[config.mk]
export PLATFORM = sky130hd
export DESIGN_NAME = sprite_pixel_fetch
export DESIGN_NICKNAME = d
export VERILOG_FILES = /design/src/rtl/sprite_pixel_fetch_pkg.sv /design/src/rtl/sprite_priority_arbiter.sv /design/src/rtl/sprite_pixel_fetch.sv
export SDC_FILE = /design/constraint.sdc
export NUM_CORES = 1
export LEC_CHECK = 0
export ABC_AREA = 1
export CORE_ASPECT_RATIO = 1.5
export CORE_MARGIN = 2
export CORE_UTILIZATION = 42
export CTS_BUF_LIST = sky130_fd_sc_hd__clkbuf_16
export CTS_CLUSTER_DIAMETER = 50
export DETAILED_ROUTE_END_ITERATION = 12
export PLACE_DENSITY = 0.89
export SLEW_MARGIN = 20
export SYNTH_ARGS = -nofsm -noshare
export SYNTH_HDL_FRONTEND = slang
export SYNTH_SLANG_ARGS = --single-unit
[constraint.sdc]
create_clock -name clk -period 1.6 [get_ports clk]
set_input_delay 0.32 -clock clk [delete_from_list [all_inputs] [get_ports clk]]
set_output_delay 0.32 -clock clk [all_outputs]
set_load 0.01 [all_outputs]
[src/rtl/sprite_pixel_fetch_pkg.sv]
// Shared constants and types for the sprite pixel fetch pipeline.
package sprite_pixel_fetch_pkg;

  localparam int COLOR_W_DEF     = 9;
  localparam int COLLISION_CNT_W = 8;
  localparam logic [8:0] TRANSPARENT_KEY = 9'h1C7;

  // Which source feeds the pixel once it reaches the output stage.
  typedef enum logic [1:0] {
    PIX_BLANK  = 2'd0,
    PIX_BG     = 2'd1,
    PIX_SPRITE = 2'd2
  } pix_src_e;

endpackage

[src/rtl/sprite_priority_arbiter.sv]
// Fixed-priority sprite selector: the lowest-index requester wins; multi_hit
// flags two or more simultaneous requests.
module sprite_priority_arbiter
  import sprite_pixel_fetch_pkg::*;
#(
  parameter int NUM_SPRITES = 4,
  parameter int IDX_W       = (NUM_SPRITES > 1) ? $clog2(NUM_SPRITES) : 1
) (
  input  logic [NUM_SPRITES-1:0] req,
  output logic [IDX_W-1:0]       winner,
  output logic                   hit,
  output logic                   multi_hit
);

  always_comb begin
    winner    = '0;
    hit       = 1'b0;
    multi_hit = 1'b0;
    for (int i = 0; i < NUM_SPRITES; i++) begin
      if (req[i]) begin
        if (hit) begin
          multi_hit = 1'b1;
        end else begin
          winner = IDX_W'(i);
          hit    = 1'b1;
        end
      end
    end
  end

endmodule

[src/rtl/sprite_pixel_fetch.sv]
// Two-stage sprite pixel pipeline: priority select, memory read, color mux.
// Define SPRITE_TRANSPARENCY_EN to show the background through TRANSPARENT_KEY.
module sprite_pixel_fetch
  import sprite_pixel_fetch_pkg::*;
#(
  parameter int NUM_SPRITES = 4,
  parameter int ADDR_W      = 10,
  parameter int ELEM_W      = 4,
  parameter int COLOR_W     = COLOR_W_DEF
) (
  input  logic                          clk,
  input  logic                          reset,
  input  logic [NUM_SPRITES-1:0]        sp_enable,
  input  logic [NUM_SPRITES*ADDR_W-1:0] sp_address,
  input  logic [NUM_SPRITES*ELEM_W-1:0] sp_element,
  input  logic                          video_enable,
  input  logic [COLOR_W-1:0]            bg_color,
  output logic                          mem_rd,
  output logic [ADDR_W-1:0]             mem_addr,
  output logic [ELEM_W-1:0]             mem_elem,
  input  logic [COLOR_W-1:0]            mem_rdata,
  input  logic                          collision_clr,
  output logic [COLOR_W-1:0]            rgb_out,
  output logic                          rgb_valid,
  output logic                          collision,
  output logic [COLLISION_CNT_W-1:0]    collision_count
);

  localparam int IDX_W = (NUM_SPRITES > 1) ? $clog2(NUM_SPRITES) : 1;

  function automatic logic [COLLISION_CNT_W-1:0] sat_inc(input logic [COLLISION_CNT_W-1:0] c);
    return (&c) ? c : c + 1'b1;
  endfunction

  function automatic logic [COLOR_W-1:0] pick_pixel(input pix_src_e src,
                                                    input logic [COLOR_W-1:0] rdata,
                                                    input logic [COLOR_W-1:0] bg);
    case (src)
`ifdef SPRITE_TRANSPARENCY_EN
      PIX_SPRITE: return (rdata == COLOR_W'(TRANSPARENT_KEY)) ? bg : rdata;
`else
      PIX_SPRITE: return rdata;
`endif
      PIX_BG:     return bg;
      default:    return '0;
    endcase
  endfunction

  logic [NUM_SPRITES-1:0] req_p0;
  logic [IDX_W-1:0]       winner_p0;
  logic                   hit_p0;
  logic                   multi_p0;
  pix_src_e               src_p0;

  // Stage 0: qualify requests with the active region and pick the winner.
  assign req_p0 = sp_enable & {NUM_SPRITES{video_enable}};

  sprite_priority_arbiter #(
    .NUM_SPRITES (NUM_SPRITES),
    .IDX_W       (IDX_W)
  ) u_arb (
    .req       (req_p0),
    .winner    (winner_p0),
    .hit       (hit_p0),
    .multi_hit (multi_p0)
  );

  assign src_p0 = !video_enable ? PIX_BLANK : (hit_p0 ? PIX_SPRITE : PIX_BG);

  logic                vld_p1, vld_p2;
  pix_src_e            src_p1, src_p2;
  logic [COLOR_W-1:0]  bg_p1, bg_p2;

  // Stage 1: issue the memory read; Stage 2: mux the returned word.
  always_ff @(posedge clk) begin
    if (reset) begin
      mem_rd   <= 1'b0;
      mem_addr <= '0;
      mem_elem <= '0;
      vld_p1   <= 1'b0;
      vld_p2   <= 1'b0;
      src_p1   <= PIX_BLANK;
      src_p2   <= PIX_BLANK;
    end else begin
      mem_rd <= hit_p0;
      if (hit_p0) begin
        mem_addr <= sp_address[winner_p0*ADDR_W +: ADDR_W];
        mem_elem <= sp_element[winner_p0*ELEM_W +: ELEM_W];
      end
      vld_p1 <= video_enable;
      src_p1 <= src_p0;
      vld_p2 <= vld_p1;
      src_p2 <= src_p1;
    end
  end

  always_ff @(posedge clk) begin
    bg_p1 <= bg_color;
    bg_p2 <= bg_p1;
  end

  // Read data arrives one cycle after mem_rd, so the final mux is combinational.
  always_comb rgb_out = pick_pixel(src_p2, mem_rdata, bg_p2);
  assign rgb_valid = vld_p2;

  // A clear coinciding with a new overlap restarts the count at one.
  always_ff @(posedge clk) begin
    if (reset) begin
      collision       <= 1'b0;
      collision_count <= '0;
    end else if (collision_clr) begin
      collision       <= multi_p0;
      collision_count <= multi_p0 ? COLLISION_CNT_W'(1) : '0;
    end else if (multi_p0) begin
      collision       <= 1'b1;
      collision_count <= sat_inc(collision_count);
    end
  end

endmodule

==> Yosys cells after proc, flatten, opt, wreduce, memory -nomap -nowiden <==
Cells that the tools add are included.
Widths: inputs -> output; s select.
{ "classes": {"addsub": 1, "n_mul": 1, "n_eq_ne": 3, "n_shift": 2, "muxes": 24, "n_bitwise": 2, "n_reduce_logical": 4} }
{ "op_table": {"columns": ["operator", "count"], "rows": [
  ["$shiftx 40x7->10", 1],
  ["$mux 8", 3],
  ["$pmux 9 s2", 1],
  ["$shiftx 16x5->4", 1],
  ["$mux 1", 14],
  ["$mux 2", 6],
  ["$add 8x1->8 const B", 1],
  ["$reduce_and 8->1", 1],
  ["$mul 2x3->5 const B", 1],
  ["$and 4x4->4", 1],
  ["$eq 2x1->1 const B", 1],
  ["$eq 2x2->1 const B", 1],
  ["$ne 2x2->1 const B", 1],
  ["$reduce_and 2->1", 1],
  ["$reduce_bool 2->1", 1],
  ["$reduce_or 2->1", 1],
  ["$not 1->1", 1]
]} }
{ "totals": {"register_bits": 48, "in_bits": 82, "output_inout_bits": 34, "elab_cells": 48} }

==> Logic depth before layout (Yosys ltp) <==
Gate-level depths: netlist of run 1.
{ "logic_depth": {"ltp_word": 10, "depth_mapped": 10, "depth_no_buf": 9} }

==> Modules after synthesis <==
Synthesis of run 1 repeated with hierarchy kept, for this count alone.
{ "unflattened": {"hier_cells": 344, "hier_area_um2": 2284.7} }
{ "by_module_without_submodules": {"columns": ["mod", "instances", "cells_each", "area_each_um2", "seq_area_each_um2"], "rows": [
  ["sprite_pixel_fetch", 1, 330, 2224.6, 960.9],
  ["sprite_priority_arbiter", 1, 14, 60.1, 0.0]
]} }

==> Worst setup path before layout of run 1 <==
OpenSTA, ideal clock, no wires.
{ "synth_path": {"path_kind": "register to register", "from": "reg collision_count[0]", "to": "reg collision_count[0]", "setup_ns": 0.071, "arrival_time_ns": 1.351, "t_required_ns": 1.529, "path_slack_ns": 0.178, "path_stages_with_launch": 8, "path_buffers": 0, "synth_period_minus_slack_ns": 1.422, "cell_sequence": "dfxtp_1 -> ha_1 -> nand2_1 -> nor2_1 -> nand3_1 -> nand2_1 -> nand2_1 -> a21oi_1"} }
{ "synth_between": {"elab_chain_cells": 4, "elab_cells_between_ends": 7, "cone_classes": "add/sub (1); eq/ne (1); mux (3); reduce/logical (2)"} }
{ "synth_rtl": {"columns": ["item", "line", "rtl"], "rows": [
  ["start, declared", "sprite_pixel_fetch.sv:26", "output logic [COLLISION_CNT_W-1:0] collision_count"],
  ["start signal, assigned", "sprite_pixel_fetch.sv:113", "collision_count <= multi_p0 ? COLLISION_CNT_W'(1) : '0;"],
  ["start signal, assigned", "sprite_pixel_fetch.sv:116", "collision_count <= sat_inc(collision_count);"],
  ["$add 8x1->8", "sprite_pixel_fetch.sv:32", "return (&c) ? c : c + 1'b1;"],
  ["$mux 8", "sprite_pixel_fetch.sv:32", null],
  ["$mux 8", "sprite_pixel_fetch.sv:114", "end else if (multi_p0) begin"],
  ["$mux 8", "sprite_pixel_fetch.sv:111", "end else if (collision_clr) begin"]
]} }
Several ways; a longest one is shown, not always the timed one. The select of a mux whose other input is x is not followed.
A chain may end at the register's enable or synchronous reset.

==> Worst setup path after layout of run 1 <==
{ "layout_path": {"from": "reg src_p2[0]", "to": "out rgb_out[6]"} }
{ "layout_between": {"elab_chain_cells": 2, "elab_cells_between_ends": 3, "cone_classes": "eq/ne (2); mux (1)"} }
{ "layout_rtl": {"columns": ["item", "line", "rtl"], "rows": [
  ["start, declared", "sprite_pixel_fetch.sv:71", "pix_src_e src_p1, src_p2;"],
  ["start signal, assigned", "sprite_pixel_fetch.sv:93", "src_p2 <= src_p1;"],
  ["$eq 2x1->1 or $eq 2x2->1 (tied branches)", "sprite_pixel_fetch.sv:38", "case (src)"],
  ["$pmux 9 s2 (*)", "sprite_pixel_fetch.sv:38", null],
  ["end, declared", "sprite_pixel_fetch.sv:23", "output logic [COLOR_W-1:0] rgb_out,"]
]} }
Mark *: on every way between the ends. The rest lies on a longest branch, timed or not.

==> results of run 1 <==
## through the flow
| stage | worst slack (ns) | std cells | power (mW) | setup TNS [ns] |
|---|---|---|---|---|
| after global placement | -0.307 | 587 | 2.10 | -8.44 |
| after floorplan | 0.178 | 401 | 1.71 | 0 |
| after global routing | -0.0868 | 604 | 3.33 | -0.576 |
| after detailed placement | -0.388 | 587 | 2.12 | -10.32 |
| after CTS | -0.00479 | 595 | 3.13 | -0.00576 |
| final | -0.00848 | 604 | 3.17 | -0.00848 |
## final timing paths
| check | end | start | cells past startpoint | slack (ns) |
|---|---|---|---|---|
| worst max register to register | collision_count[7] | collision_count[1] | 7 | 0.11 |
| worst min register to register | bg_p2[8] | bg_p1[8] | 0 | 0.33 |
| worst min-delay path | bg_p2[8] | bg_p1[8] | 0 | 0.33 |
| worst max-delay path | rgb_out[6] | src_p2[0] | 6 | -0.008 |
## placed cells by master (no fill, tap or decap), types with 7 or more instances in the layout
cell and instances:
clkdlybuf4s50_1 101, inv_1 81, nand2_1 79, nand3_1 70, dfxtp_1 44, nor2_1 40, a21oi_1 14, nand3_2 11
nand2_2 10, buf_4 10, buf_2 9, clkbuf_16 7, buf_12 7
## synthesized netlist by cell type, types with 2 or more instances
master	n	share of area, %
nand2_2	5	1.2
nand2_1	84	12
dfxtp_1	48	36
buf_6	3	1.3
nor2_1	41	5.8
nand2_4	2	0.85
nand3_1	72	14
a21oi_1	18	3.4
ha_1	3	1.4
clkbuf_1	6	0.85
nor3_1	3	0.57
o21ai_1	4	0.76
inv_2	3	0.43
buf_2	4	0.76
inv_1	82	12
buf_4	4	1.1
nand3_2	11	4.2
## power by group through the flow
| stage | Clock (mW) | Combinational [mW] | Sequential, mW |
|---|---|---|---|
| 2_1_floorplan | 0 | 0.356 | 1.35 |
| 3_3_place_gp | 0 | 0.761 | 1.34 |
| 3_5_place_dp | 0 | 0.781 | 1.34 |
| 4_1_cts | 1.03 | 0.792 | 1.31 |
| 5_1_grt | 1.08 | 0.929 | 1.32 |
| 6_report | 1.00 | 0.852 | 1.31 |
## critical path: stages, from the launching register on
cell,delay (ns)
dfxtp_2,0.34
buf_6,0.09
ha_4,0.13
buf_6,0.12
nand2_1,0.07
a21oi_2,0.12
buf_2,0.14
## kinds of logic after synthesis
group / share of synthesized area, %
AOI/OAI and AO/OA: 4.18
adders and majority gates: 1.42
buffers and inverters: 17.7
DFF: 36.5
and+or+nand+nor: 40.3
## timing repair
item | CTS | global route
resized for setup | 52 | 19
setup endpoints to repair | 32 | 22
pin swaps | 3 | 6
buffers inserted | 0 | 5
gates cloned | 1 | 4
## per-layer routing
layer  GRT usage [%]  share of wire, %  vias up  routed length [um]
met5               0                 0        -                   0
li1                -                 -     1479                   -
met2            40.9                59      130                4560
met1            20.9                33     1326                2570
met3            3.13               6.3        8                 487
met4            6.92               1.4        0                 108
## layout make-up
| class | instances | area share, % |
|---|---|---|
| timing repair buffer | 138 | 33.3 |
| sequential | 48 | 22.6 |
| inverter | 86 | 7.60 |
| tap | 74 | 2.16 |
| clock buffer | 5 | 2.92 |
| multi-input combinational | 250 | 31.0 |
| clock inverter | 3 | 0.438 |
## flip-flops by register name, indices dropped and copies added, names as in the netlist
signal           flops
mem_addr            10
bg_p1                9
bg_p2                9
collision_count      8
mem_elem             4
src_p1               2
src_p2               2
collision            1
mem_rd               1
rgb_valid            1
vld_p1               1
==> PnR_summary.wiki, run 1 <==
{| class="wikitable"
! Metric !! Value
|-
| Cell leakage power || 2.10 nW
|-
| Share of total power in the clock network || 31.6%
|-
| Setup repair after global routing missed its margin || yes
|-
| First-pass iteration count of the detailed router || 5
|-
| Required time of the worst setup path || 1.28 ns
|-
| Die footprint || 0.00694 mm2
|-
| Ys Warns || 0
|-
| Total area of multi-input combinational cells || 0.00133 mm2
|-
| Cell area after placement || 0.00392 mm2
|-
| Vias after detailed routing || 2943
|-
| Register area share after synthesis || 36.5%
|-
| H-tree levels || 2
|-
| Clock tree from TritonCTS || yes
|-
| Area growth syn-to-layout || 62.5%
|-
| Reg clk slew, reported paths || 0.06 ns
|-
| Number of cells produced by synthesis || 401
|-
| Share of total power in sequential cells || 41.5%
|-
| Switching fraction of total power || 26.9%
|-
| Status || complete, but fails checks
|-
| Core region area || 0.00609 mm2
|-
| Root cell of the clock tree || clkbuf_16
|-
| Fraction of registers with async set or reset after synthesis || 0%
|-
| Count of state elements after synthesis || 48
|-
| Io pins || 116
|-
| CTS max path bufs || 2
|-
| Number of buffers added by the clock tree synthesis step || 5
|-
| Capturing element type of the critical path || primary output
|-
| Final slew viol count || 0
|-
| Critical path launch point type || flop
|-
| Class of the tightest hold or removal check || reg -> reg
|-
| Syn_area_per_cell || 6.57 um2
|-
| DPL Wire Length || 5470 um
|-
| Number of antenna diodes || 0
|-
| Number of antenna violations at the first check in global routing || 0
|-
| Post-layout minimum cycle time || 1.61 ns
|-
| Share of final-layout standard cells stronger than drive strength 1 || 16.0%
|-
| IO buf count || 115
|-
| Number of endpoints failing setup at the final stage || 1
|-
| Smallest setup slack after layout || -0.00848 ns
|-
| Pin count of the biggest net entering global routing || 29
|-
| Number of global-route vias before repair || 2740
|-
| Flip-flop cell with the highest count after synthesis || dfxtp_1
|-
| Maximum clock rate || 0.622 GHz
|-
| Clock latency on the worst-skew pair || 0.28 ns
|-
| Cell Area, Synth || 0.00264 mm2
|-
| Overall overflow remaining after global route || 0
|-
| RD Place Congestion || 0.848
|-
| Sequential cell area || 966 um2
|-
| Final standard cell area without fillers || 0.00428 mm2
|-
| Total routing resource utilization after global routing || 20.8%
|-
| Final #Nets || 614
|-
| Initial standard-cell utilization of the core || 43.3%
|-
| Post-CTS Hold Fix Bufs || 0
|-
| EDFF count, synth || 0
|-
| Chip height || 101 um
|-
| Routed WL per cell || 12.8 um
|-
| CP max FO || 5
|-
| Worst VDD drop || 0.454 mV
|-
| Net switching power of the design || 851 uW
|-
| Detailed-route wire length || 7720 um
|-
| Clock sinks || 48
|-
| Wire length of the first global-routing pass || 11200 um
|-
| Count of unique library cells instantiated by Yosys || 25
|-
| Maximum clock skew at final layout || 0.00590 ns
|-
| Ratio of total power to cell area || 740 mW/mm2
|-
| Crit path DAT || 1.29 ns
|-
| Final hold slack || 0.328 ns
|-
| Least-Margin Pin Slew || 0.356 ns
|-
| Number of violations of the max-capacitance limit || 0
|-
| First DRT Iteration DRCs || 144
|-
| Antenna Nets Post-Route || 0
|-
| # fillers || 481
|-
| Post-synth net total || 486
|-
| Slew HR || 76.1%
|-
| Share of the core filled with cells in the final layout || 70.3%
|-
| Floorplan die width || 68.7 um
|-
| Drt drc || 0
|-
| Vias per Instance || 4.87
|-
| Num rows || 35
|-
| Category of the critical setup timing path || reg -> out
|-
| Failing checks || negative setup slack
|-
| Internal power summed over all cells || 2.32 mW
|-
| Final Hold Viols || 0
|-
| Part of the total power dissipated in combinational logic || 26.9%
|-
| Final Cycle Share || 101%
|}
(Power assumes the default switching activity.)
==> run 2, diff against run 1 <==
Settings changed: GPL_TIMING_DRIVEN set to 1.
==> results of run 2 <==
No change in the layout: final DEF, timing and power equal those of run 1.
